File: config.mk
export PLATFORM = sky130hd
export DESIGN_NAME = serial_cmd_sequencer
export DESIGN_NICKNAME = d
export VERILOG_FILES = /design/src/rtl/serial_cmd_pkg.sv /design/src/rtl/resp_byte_tx.sv /design/src/rtl/serial_cmd_sequencer.sv
export SDC_FILE = /design/constraint.sdc
export NUM_CORES = 1
export LEC_CHECK = 0
export ABC_AREA = 1
export BUFFER_PORTS_ARGS = -buffer_cell sky130_fd_sc_hd__buf_2
export CORE_MARGIN = 5
export CORE_UTILIZATION = 35
export CTS_BUF_LIST = sky130_fd_sc_hd__clkbuf_8
export CTS_CLUSTER_SIZE = 40
export DETAILED_ROUTE_END_ITERATION = 16
export HOLD_SLACK_MARGIN = 0.08
export PLACE_DENSITY_LB_ADDON = 0.08
export SLEW_MARGIN = 20
export SYNTH_ARGS = -nofsm -noshare
export SYNTH_HDL_FRONTEND = slang
export SYNTH_SLANG_ARGS = --single-unit
File: constraint.sdc
create_clock -name clk -period 3.5 [get_ports clk]
set_clock_uncertainty 0.2 [all_clocks]
set_input_delay 0.35 -clock clk [delete_from_list [all_inputs] [get_ports clk]]
set_output_delay 0.35 -clock clk [all_outputs]
set_load 0.05 [all_outputs]
File: src/rtl/serial_cmd_pkg.sv
// rtl/serial_cmd_pkg.sv - shared types and constants for the serial command sequencer
package serial_cmd_pkg;

    typedef enum logic [3:0] {
        ST_IDLE,
        ST_ADDR,
        ST_LEN,
        ST_WDATA,
        ST_WBUS,
        ST_TERM,
        ST_RBUS,
        ST_RESP_STAT,
        ST_RESP_DATA,
        ST_DRAIN
    } state_t;

    localparam logic [7:0] CMD_WRITE     = 8'h01;
    localparam logic [7:0] CMD_READ      = 8'h02;
    localparam logic [7:0] TERM_BYTE     = 8'hFF;

    localparam logic [7:0] STAT_OK       = 8'h00;
    localparam logic [7:0] STAT_BAD_CMD  = 8'h01;
    localparam logic [7:0] STAT_TIMEOUT  = 8'h02;
    localparam logic [7:0] STAT_BAD_TERM = 8'h03;

    function automatic logic is_cmd(input logic [7:0] b);
        return (b == CMD_WRITE) || (b == CMD_READ);
    endfunction

endpackage

File: src/rtl/resp_byte_tx.sv
// rtl/resp_byte_tx.sv - serializes one 32-bit word into four MSB-first stream bytes
module resp_byte_tx (
    input  logic        clk,
    input  logic        rst,
    input  logic        i_load,
    input  logic [31:0] i_word,
    input  logic        i_last,
    output logic [7:0]  o_tdata,
    output logic        o_tvalid,
    input  logic        i_tready,
    output logic        o_tlast,
    output logic        o_done
);
    logic [31:0] r_word;
    logic [1:0]  r_idx;
    logic        r_busy;
    logic        r_last;
    logic        w_fire;

    assign w_fire   = r_busy & i_tready;
    assign o_tdata  = r_word[31:24];
    assign o_tvalid = r_busy;
    assign o_tlast  = r_busy & r_last & (r_idx == 2'd3);
    assign o_done   = w_fire & (r_idx == 2'd3);

    // Load a word, then shift out one byte per accepted handshake; data holds while stalled
    always_ff @(posedge clk) begin
        if (rst) begin
            r_word <= '0;
            r_idx  <= '0;
            r_busy <= 1'b0;
            r_last <= 1'b0;
        end else if (i_load) begin
            r_word <= i_word;
            r_idx  <= '0;
            r_busy <= 1'b1;
            r_last <= i_last;
        end else if (w_fire) begin
            r_word <= {r_word[23:0], 8'h00};
            r_idx  <= r_idx + 2'd1;
            if (r_idx == 2'd3) begin
                r_busy <= 1'b0;
            end
        end
    end

endmodule

File: src/rtl/serial_cmd_sequencer.sv
// rtl/serial_cmd_sequencer.sv - byte-stream command decoder driving a request/ack word bus
module serial_cmd_sequencer
    import serial_cmd_pkg::*;
#(
    parameter int BUS_TIMEOUT = 1024
) (
    input  logic        clk,
    input  logic        rst,
    input  logic [7:0]  s_axis_tdata,
    input  logic        s_axis_tvalid,
    output logic        s_axis_tready,
    input  logic        s_axis_tlast,
    output logic [7:0]  m_axis_tdata,
    output logic        m_axis_tvalid,
    input  logic        m_axis_tready,
    output logic        m_axis_tlast,
    output logic        bus_req,
    output logic        bus_we,
    output logic [31:0] bus_addr,
    output logic [31:0] bus_wdata,
    input  logic        bus_ack,
    input  logic [31:0] bus_rdata
);
    localparam int            TW       = $clog2(BUS_TIMEOUT) + 1;
    localparam logic [TW-1:0] TMO_LAST = TW'(BUS_TIMEOUT - 1);

    state_t        r_state;
    state_t        w_next;
    logic [31:0]   r_addr;
    logic [31:0]   r_wdata;
    logic [15:0]   r_len;
    logic [1:0]    r_byte_cnt;
    logic [TW-1:0] r_tmo_cnt;
    logic [7:0]    r_status;
    logic          r_is_write;
    logic          r_first;
    logic          r_have_data;

    logic          w_rx_ready;
    logic          w_rx_fire;
    logic [15:0]   w_len_full;
    logic          w_tmo;
    logic          w_tx_load;
    logic          w_tx_tready;
    logic [7:0]    w_tx_tdata;
    logic          w_tx_tvalid;
    logic          w_tx_tlast;
    logic          w_tx_done;

    assign w_rx_ready = !rst && (r_state inside {ST_IDLE, ST_ADDR, ST_LEN, ST_WDATA, ST_TERM, ST_DRAIN});
    assign w_rx_fire  = s_axis_tvalid & w_rx_ready;
    assign w_len_full = {r_len[7:0], s_axis_tdata};
    assign w_tmo      = (r_tmo_cnt == TMO_LAST);

    assign s_axis_tready = w_rx_ready;
    assign bus_addr      = r_addr;
    assign bus_wdata     = r_wdata;

    assign w_tx_load   = (r_state == ST_RBUS) & bus_ack;
    assign w_tx_tready = m_axis_tready & (r_state == ST_RESP_DATA);

    resp_byte_tx u_resp_byte_tx (
        .clk      (clk),
        .rst      (rst),
        .i_load   (w_tx_load),
        .i_word   (bus_rdata),
        .i_last   (r_len == 16'd1),
        .o_tdata  (w_tx_tdata),
        .o_tvalid (w_tx_tvalid),
        .i_tready (w_tx_tready),
        .o_tlast  (w_tx_tlast),
        .o_done   (w_tx_done)
    );

    // State register
    always_ff @(posedge clk) begin
        if (rst) begin
            r_state <= ST_IDLE;
        end else begin
            r_state <= w_next;
        end
    end

    // Next-state decode plus bus and response stream outputs
    always_comb begin
        w_next        = r_state;
        m_axis_tvalid = 1'b0;
        m_axis_tdata  = 8'h00;
        m_axis_tlast  = 1'b0;
        bus_req       = 1'b0;
        bus_we        = 1'b0;
        case (r_state)
            ST_IDLE: begin
                if (w_rx_fire) begin
                    w_next = is_cmd(s_axis_tdata) ? ST_ADDR : ST_DRAIN;
                end
            end
            ST_ADDR: begin
                if (w_rx_fire && r_byte_cnt == 2'd3) begin
                    w_next = ST_LEN;
                end
            end
            ST_LEN: begin
                if (w_rx_fire && r_byte_cnt == 2'd1) begin
                    w_next = (r_is_write && w_len_full != 16'd0) ? ST_WDATA : ST_TERM;
                end
            end
            ST_WDATA: begin
                if (w_rx_fire && r_byte_cnt == 2'd3) begin
                    w_next = ST_WBUS;
                end
            end
            ST_WBUS: begin
                bus_req = 1'b1;
                bus_we  = 1'b1;
                if (bus_ack) begin
                    w_next = (r_len == 16'd1) ? ST_TERM : ST_WDATA;
                end else if (w_tmo) begin
                    w_next = ST_DRAIN;
                end
            end
            ST_TERM: begin
                if (w_rx_fire) begin
                    if (s_axis_tdata != TERM_BYTE) begin
                        w_next = ST_DRAIN;
                    end else if (!r_is_write && r_len != 16'd0) begin
                        w_next = ST_RBUS;
                    end else begin
                        w_next = ST_RESP_STAT;
                    end
                end
            end
            ST_RBUS: begin
                bus_req = 1'b1;
                if (bus_ack) begin
                    w_next = r_first ? ST_RESP_STAT : ST_RESP_DATA;
                end else if (w_tmo) begin
                    w_next = ST_RESP_STAT;
                end
            end
            ST_RESP_STAT: begin
                m_axis_tvalid = 1'b1;
                m_axis_tdata  = r_status;
                m_axis_tlast  = !r_have_data;
                if (m_axis_tready) begin
                    w_next = r_have_data ? ST_RESP_DATA : ST_IDLE;
                end
            end
            ST_RESP_DATA: begin
                m_axis_tvalid = w_tx_tvalid;
                m_axis_tdata  = w_tx_tdata;
                m_axis_tlast  = w_tx_tlast;
                if (w_tx_done) begin
                    w_next = (r_len == 16'd0) ? ST_IDLE : ST_RBUS;
                end
            end
            ST_DRAIN: begin
                if (w_rx_fire && s_axis_tlast && s_axis_tdata == TERM_BYTE) begin
                    w_next = ST_RESP_STAT;
                end
            end
            default: begin
                w_next = ST_IDLE;
            end
        endcase
    end

    // Frame field assembly, address/word bookkeeping, bus timeout and status capture
    always_ff @(posedge clk) begin
        if (rst) begin
            r_addr      <= '0;
            r_wdata     <= '0;
            r_len       <= '0;
            r_byte_cnt  <= '0;
            r_tmo_cnt   <= '0;
            r_status    <= STAT_OK;
            r_is_write  <= 1'b0;
            r_first     <= 1'b0;
            r_have_data <= 1'b0;
        end else begin
            case (r_state)
                ST_IDLE: begin
                    if (w_rx_fire) begin
                        r_is_write  <= (s_axis_tdata == CMD_WRITE);
                        r_status    <= is_cmd(s_axis_tdata) ? STAT_OK : STAT_BAD_CMD;
                        r_byte_cnt  <= '0;
                        r_have_data <= 1'b0;
                        r_first     <= 1'b1;
                    end
                end
                ST_ADDR: begin
                    if (w_rx_fire) begin
                        r_addr     <= {r_addr[23:0], s_axis_tdata};
                        r_byte_cnt <= r_byte_cnt + 2'd1;
                    end
                end
                ST_LEN: begin
                    if (w_rx_fire) begin
                        r_len      <= w_len_full;
                        r_byte_cnt <= (r_byte_cnt == 2'd1) ? 2'd0 : 2'd1;
                    end
                end
                ST_WDATA: begin
                    if (w_rx_fire) begin
                        r_wdata    <= {r_wdata[23:0], s_axis_tdata};
                        r_byte_cnt <= r_byte_cnt + 2'd1;
                    end
                end
                ST_WBUS, ST_RBUS: begin
                    if (bus_ack) begin
                        r_addr    <= r_addr + 32'd4;
                        r_len     <= r_len - 16'd1;
                        r_tmo_cnt <= '0;
                        if (r_state == ST_RBUS) begin
                            r_have_data <= 1'b1;
                            r_first     <= 1'b0;
                        end
                    end else if (w_tmo) begin
                        r_status    <= STAT_TIMEOUT;
                        r_have_data <= 1'b0;
                        r_tmo_cnt   <= '0;
                    end else begin
                        r_tmo_cnt <= r_tmo_cnt + TW'(1);
                    end
                end
                ST_TERM: begin
                    if (w_rx_fire && s_axis_tdata != TERM_BYTE) begin
                        r_status <= STAT_BAD_TERM;
                    end
                end
                default: begin
                end
            endcase
        end
    end

endmodule
* Yosys cells after proc, flatten, opt, wreduce, memory -nomap -nowiden
Cells that the tools add are included.
Storage, ports and cells: input bits 46, word-level logic and storage cells 160, memories 0, bits in latches 0, ROM bits 0, memory bits (writable) 0, register bits 144
Operators by class: $lt $le $gt $ge 0, equal/unequal tests 38, divide/modulo/power cells 0, muxes and demuxes 59, shift-type cells 0, reductions and logical operators 37, $mul 0, add/subtract/negate cells 5, bitwise operators 7
Operators by type and width (count):
- 2-to-1 mux 32 bit | 4
- 2-to-1 mux 4 bit | 16
- case mux 32 bit (2 select lines) | 1
- case mux 4 bit (10 select lines) | 1
- adder 32 x 3 -> 32 bit (second input constant) | 1
- 2-to-1 mux 16 bit | 2
- 2-to-1 mux 8 bit | 4
- case mux 16 bit (2 select lines) | 1
- nonzero test 16 bit | 2
- case mux 8 bit (3 select lines) | 1
- 2-to-1 mux 11 bit | 2
- != test 2 x 1 -> 1 bit (second input constant) | 10
- equality test 16 x 1 -> 1 bit (second input constant) | 1
- equality test 4 x 3 -> 1 bit (second input constant) | 4
- zero test 16 bit | 1
- case mux 8 bit (2 select lines) | 1
- subtractor 16 x 1 -> 16 bit (second input constant) | 1
- 2-to-1 mux 1 bit | 15
- != test 2 bit (second input constant) | 6
- AND reduction 4 bit | 3
- adder 11 x 1 -> 11 bit (second input constant) | 1
- equality test 11 x 10 -> 1 bit (second input constant) | 1
- AND reduction 10 bit | 1
- nonzero test 2 bit | 5
- 28 further kinds | 61

* Depth between registers and ports, before layout
Gate-level depths: netlist of the first run.
depth after elaboration 8, mapped depth 13

* Modules after synthesis
From an unflattened synthesis of the first run, not the netlist that was laid out.
Unflattened totals: cells, all modules 1199, area total of the unflattened synthesis 7828.8 µm²
By module, submodules not included:
- serial_cmd_sequencer | instances 1, cells each 947, area each 5970.7 µm²
- resp_byte_tx | instances 1, cells each 252, area each 1858.0 µm²

* Worst setup path after synthesis of the first run
OpenSTA, ideal clock, no wires.
path type reg-to-output, start point register r_state[3], end point output port m_axis_tdata[0], cell stages (with the launch flop) 6, required time 2.950 ns, buffers on the path 0, setup slack 1.032 ns, arrival 1.918 ns, cell sequence dfxtp_1 inv_1 nand2_2 nor2_1 inv_1 o21ai_0
On the way: cells in the longest elaborated chain, start to end 2, elaborated cells on any way between the ends 3, classes of those cells eq/ne: 2; mux: 1
Ends and longest elaborated chain:
- from (decl) | line serial_cmd_sequencer.sv:27 | state_t r_state;
- from (signal assigned) | line serial_cmd_sequencer.sv:80 | r_state <= w_next;
- equality test 4 bit / equality test 4 x 3 -> 1 bit (equally long branches) | line serial_cmd_sequencer.sv:92 | case (r_state)
- case mux 8 bit (2 select lines) (*) | line serial_cmd_sequencer.sv:92
- to (decl) | line serial_cmd_sequencer.sv:13 | output logic [7:0] m_axis_tdata,
Mark *: on every way between the ends. The rest lies on a longest branch, timed or not.

* Final worst setup path of the first run
start point register r_state[1], end point output port m_axis_tdata[6]
Same word-level chain as after synthesis.

==> results.py, run 1 <==
metrics = {
    "power_and_ir_drop": {
        "p_leak_uw": 0.00351,
        "seqPwrFrac": 0.370,
        "intPower_uw": 2880,
        "power.share.switching": 0.442,
        "vdd_drop_max_uv": 314,
        "powerDensity_nw_per_um2": 584,
        "pwr-share-clk": 0.255,
        "p_switching_uw": 2270,
        "power_frac_comb": 0.375,
    },
    "timing": {
        "hold_viol": 0,
        "hold_slack_ns": 0.122,
        "setup_viol": 0,
        "period_needed_ns": 2.77,
        "finalMaxSlewViolations": 0,
        "rsz0062_at_grt": "false",
        "tightest_slew_ns": 0.597,
        "period_share": 0.793,
        "max_clock_freq_ghz": 0.360,
        "setup-tns-final_ns": 0,
        "worst_slack_ns": 0.726,
        "slew_headroom": 0.602,
    },
    "critical_path": {
        "r2r-end": "r_len[8]",
        "slowest_stage": "nor3_4",
        "worstSetupPathType": "reg2out",
        "cp_cell_sequence": "inv_2 -> nand2_1 -> nor3_4 -> inv_1 -> nor2_1 -> buf_2",
        "r2r_cells": 9,
        "worstSetupEndpointType": "primary output",
        "arrival_ns": 2.22,
        "critical_path_buf_inv_count": 3,
        "required_ns": 2.95,
        "r2r_setup_slack_ns": 0.98,
        "rr_startpoint": "r_state[2]",
        "crit_family": "simple AND/OR/NAND/NOR gates",
        "cp_max_fo": 7,
        "worst_setup_path_start_kind": "flip-flop",
        "critPathMaxStageDelay_ns": 0.40,
    },
    "synthesis": {
        "ys.flop_type": "dfxtp_1",
        "yosysWarnings": 0,
        "synth_edf_count": 0,
        "syn_nets": 1133,
        "synthArstFlopShare": 0,
        "netlist_area_um2": 7220,
        "synth.yosys.seq_area_share": 0.383,
        "synth_cells": 1080,
        "yosys.cell_count.top_type": "nand2_1",
        "synth.top_cell.area_share": 0.383,
        "ys_ff_latch": 138,
        "ys_top_cells_by_area": "dfxtp_1 38%, nand2_1 14%, a21oi_1 7.7%, o21ai_0 6.0%, inv_1 5.6%",
        "yosysTopAreaCell": "dfxtp_1",
        "synth_cell_types": 44,
        "ys_top_cells_by_count": "275 x nand2_1, 138 x dfxtp_1, 111 x a21oi_1",
        "avgSynthCellArea_um2": 6.68,
    },
    "grt": {
        "grt_pass1_wl_mm": 35.8,
        "gr-total-overflow": 0,
        "grt_pass1_vias": 7036,
        "grt_start_max_net_pins": 58,
        "grt.total_usage": 0.181,
        "antenna_found_initial": 0,
    },
    "floorplan": {
        "dieArea_um2": 23600,
        "core_um2": 20300,
        "die_width_um": 154,
        "initial_core_util": 0.356,
        "num_rows": 52,
        "boundaryPins": 123,
        "fp.dieH_um": 154,
    },
    "routing": {
        "drc": 0,
        "avgRoutedWirePerCell_um": 14.3,
        "num_vias": 7422,
        "drtIter0Drc": 389,
        "wirelength_mm": 21.6,
        "vias_per_cell": 4.92,
        "drtPass1Iterations": 5,
        "postRouteAntennaNets": 0,
    },
    "flow_run": {
        "cap_violations": 0,
    },
    "cts": {
        "cts_buffer_depth": 2,
        "cts_root_buf": "clkbuf_8",
        "cts_buffers": 17,
        "cts_max_level": 4,
        "cts_tree": "built",
        "path_clk_slew_ns": 0.09,
        "worstSkewPairLatency_ns": 0.46,
        "clock-sinks": 138,
    },
    "finish": {
        "drive_gt1_frac": 0.160,
        "finalNetCount": 1278,
        "fill_cells": 2229,
        "num_antenna_cells": 0,
        "area_delta_synth_final_pct": 22.1,
    },
    "min_path": {
        "worstHoldStart": "bus_ack",
        "holdPathStages": 4,
        "min_to": "r_tmo_cnt[10]",
        "hp-class": "in2reg",
    },
    "place": {
        "portBuffers": 122,
        "place_congestion": 0.885,
        "dp.final_hpwl_mm": 15.2,
        "place_ws_ns": 0.979,
    },
    "status": {
        "status": "completed",
    },
}
-- final cells by class --
| cell class | instances | area [µm²] | share of cell area |
|---|---|---|---|
| multi-input cells | 776 | 3780 | 0.429 |
| flip-flops and latches | 138 | 2760 | 0.313 |
| repair buffers | 173 | 1100 | 0.124 |
| inverters | 119 | 447 | 0.0507 |
| well taps | 270 | 338 | 0.0383 |
| clock buffers | 18 | 248 | 0.0281 |
| clock inverters | 14 | 143 | 0.0162 |
-- flip-flops by register name (all words and copies together) (netlist names) --
name,flops
r_len,16
bus_addr,32
r_state,4
u_resp_byte_tx.r_last,1
r_first,1
u_resp_byte_tx.r_word,32
r_byte_cnt,2
r_have_data,1
r_status,2
u_resp_byte_tx.r_idx,2
r_tmo_cnt,11
bus_wdata,32
u_resp_byte_tx.o_tvalid,1
r_is_write,1
-- cell usage in the layout, fill, tap and decap left out, types with 6 or more instances in the layout --
cell type and n:
o21ai_0 87, xor2_1 10, inv_2 12, ha_1 7
nor2_1 97, o21ai_1 6, a21oi_1 111, or2_2 6
nand2_1 275, inv_6 6, o211ai_1 11, inv_1 106
nor3_1 19, buf_2 122, nand3_1 41, clkbuf_8 18
nand4_1 12, buf_4 10, a22oi_1 8, dfxtp_1 138
nand3b_1 9, a31oi_1 31, dlygate4sd3_1 41
-- power by group through the flow --
| stage | combinational (µW) | clock [µW] | sequential [µW] |
|---|---|---|---|
| after floorplan | 1310 | 0 | 2070 |
| after global placement | 1910 | 0 | 1940 |
| after detailed placement | 1910 | 0 | 1930 |
| after CTS | 1950 | 1370 | 1900 |
| after global routing | 2180 | 1420 | 1930 |
| final | 1930 | 1320 | 1900 |
-- logic make-up (layout without fill, tap and decap cells) --
family	Yosys count	in the layout	share of synthesized area
simple gates	480	480	0.284
compound gates	274	274	0.210
buf+inv	166	324	0.0934
flops	138	138	0.383
xor+xnor	15	15	0.0182
fa+ha+maj	7	7	0.0121
-- worst min-delay path: stages --
cell     delay (ns)
buf_2          0.10
nand2_2        0.14
nand3_1        0.10
a21oi_1        0.04
-- timing repair --
action,CTS,global route
buffers inserted,0,0
hold buffers,41,0
gates resized for setup,0,0
endpoints found under the hold margin,53,0
-- per-stage QoR --
stage                     cells  total power [µW]  cell area (µm²)  utilization
after floorplan            1080              3380             7220            -
final                      1508              5150             8820        0.434
after global routing       1508              5530             8820        0.434
after global placement     1435              3850             8020        0.395
after detailed placement   1435              3850             8020        0.395
after CTS                  1508              5220             8820        0.434
-- per-layer routing --
layer / wire [µm] / track usage / vias to the layer above
met5: 0 / 0 / -
met4: 336 / 0.0568 / 0
met3: 843 / 0.0312 / 25
met2: 10100 / 0.299 / 152
met1: 10300 / 0.242 / 3372
li1: - / - / 3873
-- worst max-delay path by stage --
| stage | start | slack, ns | end | depth (start not counted) |
|---|---|---|---|---|
| floorplan | r_state[3] | 1.03 | m_axis_tdata[0] | 5 |
| global placement | r_state[2] | 1.00 | r_len[7] | 10 |
| detailed placement | r_state[3] | 0.98 | r_len[7] | 11 |
| CTS | r_state[1] | 0.64 | m_axis_tdata[6] | 6 |
| global route | r_state[1] | 0.57 | m_axis_tdata[4] | 6 |
| finish | r_state[1] | 0.73 | m_axis_tdata[6] | 6 |
Note: power is estimated with default switching activity, not from simulation.
==> inputs of run 2 (changes only) <==
==> constraint.sdc (replaced) <==
create_clock -name clk -period 2.5 [get_ports clk]
set_clock_uncertainty 0.2 [all_clocks]
set_input_delay 0.25 -clock clk [delete_from_list [all_inputs] [get_ports clk]]
set_output_delay 0.25 -clock clk [all_outputs]
set_load 0.05 [all_outputs]
==> results.py, run 2 (synthesized netlist as in run 1, its figures left out) <==
metrics = {
    "floorplan": {
        "core_um2": 20300,
        "num_rows": 52,
        "die_width_um": 154,
        "boundaryPins": 123,
        "dieArea_um2": 23600,
        "fp.dieH_um": 154,
        "initial_core_util": 0.356,
    },
    "flow_run": {
        "cap_violations": 0,
    },
    "cts": {
        "cts_buffer_depth": 2,
        "cts_root_buf": "clkbuf_8",
        "clock-sinks": 138,
        "cts_tree": "built",
        "cts_buffers": 17,
        "worstSkewPairLatency_ns": 0.46,
        "path_clk_slew_ns": 0.09,
        "cts_max_level": 4,
    },
    "critical_path": {
        "worst_setup_path_start_kind": "flip-flop",
        "critical_path_buf_inv_count": 3,
        "rr_startpoint": "bus_addr[2]",
        "r2r_setup_slack_ns": 0.19,
        "r2r_cells": 10,
        "required_ns": 2.05,
        "cp.depth": 5,
        "critPathMaxStageDelay_ns": 0.35,
        "arrival_ns": 1.91,
        "crit_family": "buffers and inverters",
        "worstSetupEndpointType": "primary output",
        "cp_cell_sequence": "inv_1 -> nand2_2 -> nor2_4 -> buf_12 -> clkbuf_4",
        "r2r-end": "bus_addr[22]",
        "cp_max_fo": 53,
        "crit_end": "bus_req",
        "worstSetupPathType": "reg2out",
        "slowest_stage": "dfxtp_1",
        "crit_start": "r_state[3]",
    },
    "power_and_ir_drop": {
        "seqPwrFrac": 0.358,
        "power.share.switching": 0.436,
        "powerDensity_nw_per_um2": 818,
        "p_switching_uw": 3210,
        "p_total_uw": 7370,
        "power_frac_comb": 0.392,
        "pwr-share-clk": 0.250,
        "intPower_uw": 4160,
        "vdd_drop_max_uv": 373,
        "p_leak_uw": 0.00360,
    },
    "finish": {
        "area_delta_synth_final_pct": 24.8,
        "final_cells": 1525,
        "finalInstanceArea_um2": 9010,
        "finalNetCount": 1295,
        "drive_gt1_frac": 0.171,
        "num_antenna_cells": 0,
        "fin_util": 0.444,
        "layout_commonest_cell": "nand2_1",
        "layout_common_cells": "274 x nand2_1, 138 x dfxtp_1, 112 x buf_2",
    },
    "routing": {
        "drtIter0Drc": 392,
        "wirelength_mm": 21.7,
        "postRouteAntennaNets": 0,
        "num_vias": 7499,
        "vias_per_cell": 4.92,
        "drc": 0,
        "avgRoutedWirePerCell_um": 14.2,
        "drtPass1Iterations": 4,
    },
    "timing": {
        "period_share": 0.946,
        "finalMaxSlewViolations": 0,
        "period_needed_ns": 2.36,
        "hold_viol": 0,
        "setup_viol": 0,
        "rsz0062_at_grt": "true",
        "max_clock_freq_ghz": 0.423,
        "tightest_slew_ns": 0.613,
        "slew_headroom": 0.588,
    },
    "place": {
        "place_congestion": 0.901,
        "dp_cells": 1444,
        "dp.final_hpwl_mm": 15.4,
        "placed_area_um2": 8110,
        "portBuffers": 122,
    },
    "grt": {
        "gr-total-overflow": 0,
        "grt.total_usage": 0.182,
        "grt_pass1_wl_mm": 35.8,
        "antenna_found_initial": 0,
        "grt_pass1_vias": 7104,
        "grt_start_max_net_pins": 54,
    },
    "status": {
        "status": "completed",
    },
    "min_path": {
        "hp-class": "in2reg",
    },
}
==> run 2: cell type report <==
| class | count | area, µm² |
|---|---|---|
| fillers | 2194 | 11300 |
| multi-input cells | 776 | 3790 |
| flip-flops and latches | 138 | 2760 |
| repair buffers | 190 | 1280 |
| inverters | 119 | 447 |
| well taps | 270 | 338 |
| clock buffers | 18 | 248 |
| clock inverters | 14 | 145 |
==> run 2: stage by stage <==
| stage | worst slack, ns | setup TNS (ns) | hold WS [ns] |
|---|---|---|---|
| global placement | 0.217 | 0 | 0.249 |
| finish | 0.135 | 0 | 0.197 |
| CTS | 0.0427 | 0 | 0.172 |
| detailed placement | 0.227 | 0 | 0.254 |
| floorplan | 0.132 | 0 | 0.198 |
| global route | -0.0194 | -0.0220 | 0.258 |
==> run 2: power by group through the flow <==
stage / registers (µW) / clock network, µW / logic [µW]
finish: 2640 / 1840 / 2890
global route: 2680 / 2010 / 3250
CTS: 2640 / 1900 / 2890
detailed placement: 2690 / 0 / 2790
global placement: 2690 / 0 / 2800
floorplan: 2890 / 0 / 1830
==> run 2: tightest hold or removal path: cells and delay by family <==
| family | cells | cell delay, ns |
|---|---|---|
| buffers and inverters | 2 | 0.14 |
| and+or+nand+nor | 7 | 0.43 |
==> run 2: worst min-delay path by stage <==
stage | start | end | slack, ns | cells past startpoint
2_1_floorplan | bus_rdata[0] | u_resp_byte_tx.r_word[0] | 0.20 | 2
3_3_place_gp | u_resp_byte_tx.r_word[1] | u_resp_byte_tx.r_word[1] | 0.25 | 2
3_5_place_dp | u_resp_byte_tx.r_word[3] | u_resp_byte_tx.r_word[3] | 0.25 | 2
4_1_cts | s_axis_tlast | r_state[1] | 0.17 | 9
5_1_grt | s_axis_tlast | r_state[1] | 0.26 | 9
6_report | s_axis_tlast | r_state[1] | 0.20 | 9
==> run 2: timing repair <==
action	in CTS	in global routing
resized for setup	11	2
hold endpoints to repair	68	0
setup buffers	3	2
setup endpoints to repair	7	9
pin swaps	1	1
hold buffers	44	0
==> run 2: routing by layer <==
layer,up-vias,track usage,part of all wire
met1,3414,0.245,0.48
met5,-,0,0
met4,0,0.0496,0.014
met3,28,0.0349,0.039
met2,158,0.300,0.46
li1,3899,-,-
==> inputs of run 3 (changes only) <==
--- a/config.mk
+++ b/config.mk
@@ -14,6 +14,7 @@
 export DETAILED_ROUTE_END_ITERATION = 16
 export HOLD_SLACK_MARGIN = 0.08
 export PLACE_DENSITY_LB_ADDON = 0.08
+export RECOVER_POWER = 50
 export SLEW_MARGIN = 20
 export SYNTH_ARGS = -nofsm -noshare
 export SYNTH_HDL_FRONTEND = slang
==> results.py, run 3 (synthesized netlist as in run 1, its figures left out) <==
metrics = {
    "status": {
        "status": "completed",
    },
    "cts": {
        "worstSkewPairLatency_ns": 0.46,
        "cts_max_level": 4,
        "clock-sinks": 138,
        "cts_buffer_depth": 2,
        "cts_root_buf": "clkbuf_8",
        "path_clk_slew_ns": 0.09,
        "cts_buffers": 17,
        "cts_tree": "built",
    },
    "timing": {
        "max_clock_freq_ghz": 0.423,
        "hold_viol": 0,
        "period_needed_ns": 2.37,
        "period_share": 0.946,
        "rsz0062_at_grt": "true",
        "slew_headroom": 0.581,
        "setup_viol": 0,
        "tightest_slew_ns": 0.623,
        "finalMaxSlewViolations": 0,
    },
    "critical_path": {
        "crit_start": "r_state[3]",
        "critPathMaxStageDelay_ns": 0.35,
        "worstSetupPathType": "reg2out",
        "rr_startpoint": "bus_addr[2]",
        "worst_setup_path_start_kind": "flip-flop",
        "arrival_ns": 1.92,
        "slowest_stage": "dfxtp_1",
        "cp_max_fo": 53,
        "cp_cell_sequence": "inv_1 -> nand2_2 -> nor2_4 -> buf_12 -> clkbuf_4",
        "worstSetupEndpointType": "primary output",
        "required_ns": 2.05,
    },
    "grt": {
        "antenna_found_initial": 0,
        "gr-total-overflow": 0,
        "grt_start_max_net_pins": 54,
        "grt_pass1_wl_mm": 35.8,
        "grt_pass1_vias": 7104,
        "grt.total_usage": 0.182,
    },
    "finish": {
        "area_delta_synth_final_pct": 23.7,
        "layout_commonest_cell": "nand2_1",
        "layout_common_cells": "274 x nand2_1, 138 x dfxtp_1, 111 x a21oi_1",
        "fill_cells": 2222,
        "num_antenna_cells": 0,
        "final_cells": 1525,
        "finalNetCount": 1295,
        "drive_gt1_frac": 0.122,
        "finalInstanceArea_um2": 8930,
    },
    "min_path": {
        "worstHoldStart": "s_axis_tlast",
        "hp-class": "in2reg",
    },
    "routing": {
        "avgRoutedWirePerCell_um": 14.3,
        "num_vias": 7497,
        "vias_per_cell": 4.92,
        "postRouteAntennaNets": 0,
        "drc": 0,
        "wirelength_mm": 21.8,
        "drtPass1Iterations": 5,
        "drtIter0Drc": 414,
    },
    "place": {
        "placed_area_um2": 8110,
        "dp.final_hpwl_mm": 15.4,
        "dp_cells": 1444,
        "place_congestion": 0.901,
        "portBuffers": 122,
    },
    "floorplan": {
        "initial_core_util": 0.356,
        "core_um2": 20300,
        "dieArea_um2": 23600,
        "fp.dieH_um": 154,
        "die_width_um": 154,
        "boundaryPins": 123,
        "num_rows": 52,
    },
    "flow_run": {
        "cap_violations": 0,
    },
    "power_and_ir_drop": {
        "powerDensity_nw_per_um2": 823,
        "vdd_drop_max_uv": 373,
        "p_leak_uw": 0.00333,
    },
}
run 3: critical path, delay by kind of cell, from the launching register on:
kind                   cells  cell delay (ns)
and+or+nand+nor            2             0.37
buffers and inverters      3             0.73
DFF                        1             0.35
run 3: what timing repair did:
action	CTS	global route
gates resized for setup	11	2
endpoints found under the hold margin	68	0
buffers inserted	3	2
pin swaps	1	1
hold buffers	44	0
endpoints found under the setup margin	7	9
run 3: metrics by stage:
stage	hold slack (ns)	utilization	setup slack (ns)	total power [µW]	setup TNS (ns)
2_1_floorplan	0.198	-	0.132	4730	0
3_3_place_gp	0.249	0.399	0.217	5490	0
3_5_place_dp	0.254	0.399	0.227	5480	0
4_1_cts	0.172	0.443	0.0427	7420	0
5_1_grt	0.258	0.440	-0.0194	7920	-0.0220
6_report	0.190	0.440	0.134	7350	0
run 3: final cells by class:
cell class | instances | area (µm²) | share of cell area
timing repair buffer | 190 | 1200 | 0.135
clock inverter | 14 | 145 | 0.0163
inverter | 119 | 447 | 0.0500
clock buffer | 18 | 248 | 0.0277
tap | 270 | 338 | 0.0378
sequential | 138 | 2760 | 0.309
multi-input combinational | 776 | 3790 | 0.424
run 3: worst paths after layout:
path              cells past startpoint                  endpoint  slack (ns)
setup / recovery                      5                   bus_req        0.13
hold / removal                        9                r_state[1]        0.19
setup reg to reg                     10              bus_addr[22]        0.19
hold reg to reg                       2  u_resp_byte_tx.r_word[5]        0.27
run 3: power breakdown:
| group | switching (µW) | internal [µW] | total (µW) |
|---|---|---|---|
| sequential | 226 | 2410 | 2640 |
| clock | 1070 | 774 | 1840 |
| combinational | 1920 | 950 | 2870 |
run 3: per-layer routing:
| metal | GRT usage | share of wire |
|---|---|---|
| met1 | 0.245 | 0.48 |
| met2 | 0.300 | 0.46 |
| met3 | 0.0349 | 0.042 |
| met4 | 0.0496 | 0.016 |
| met5 | 0 | 0 |
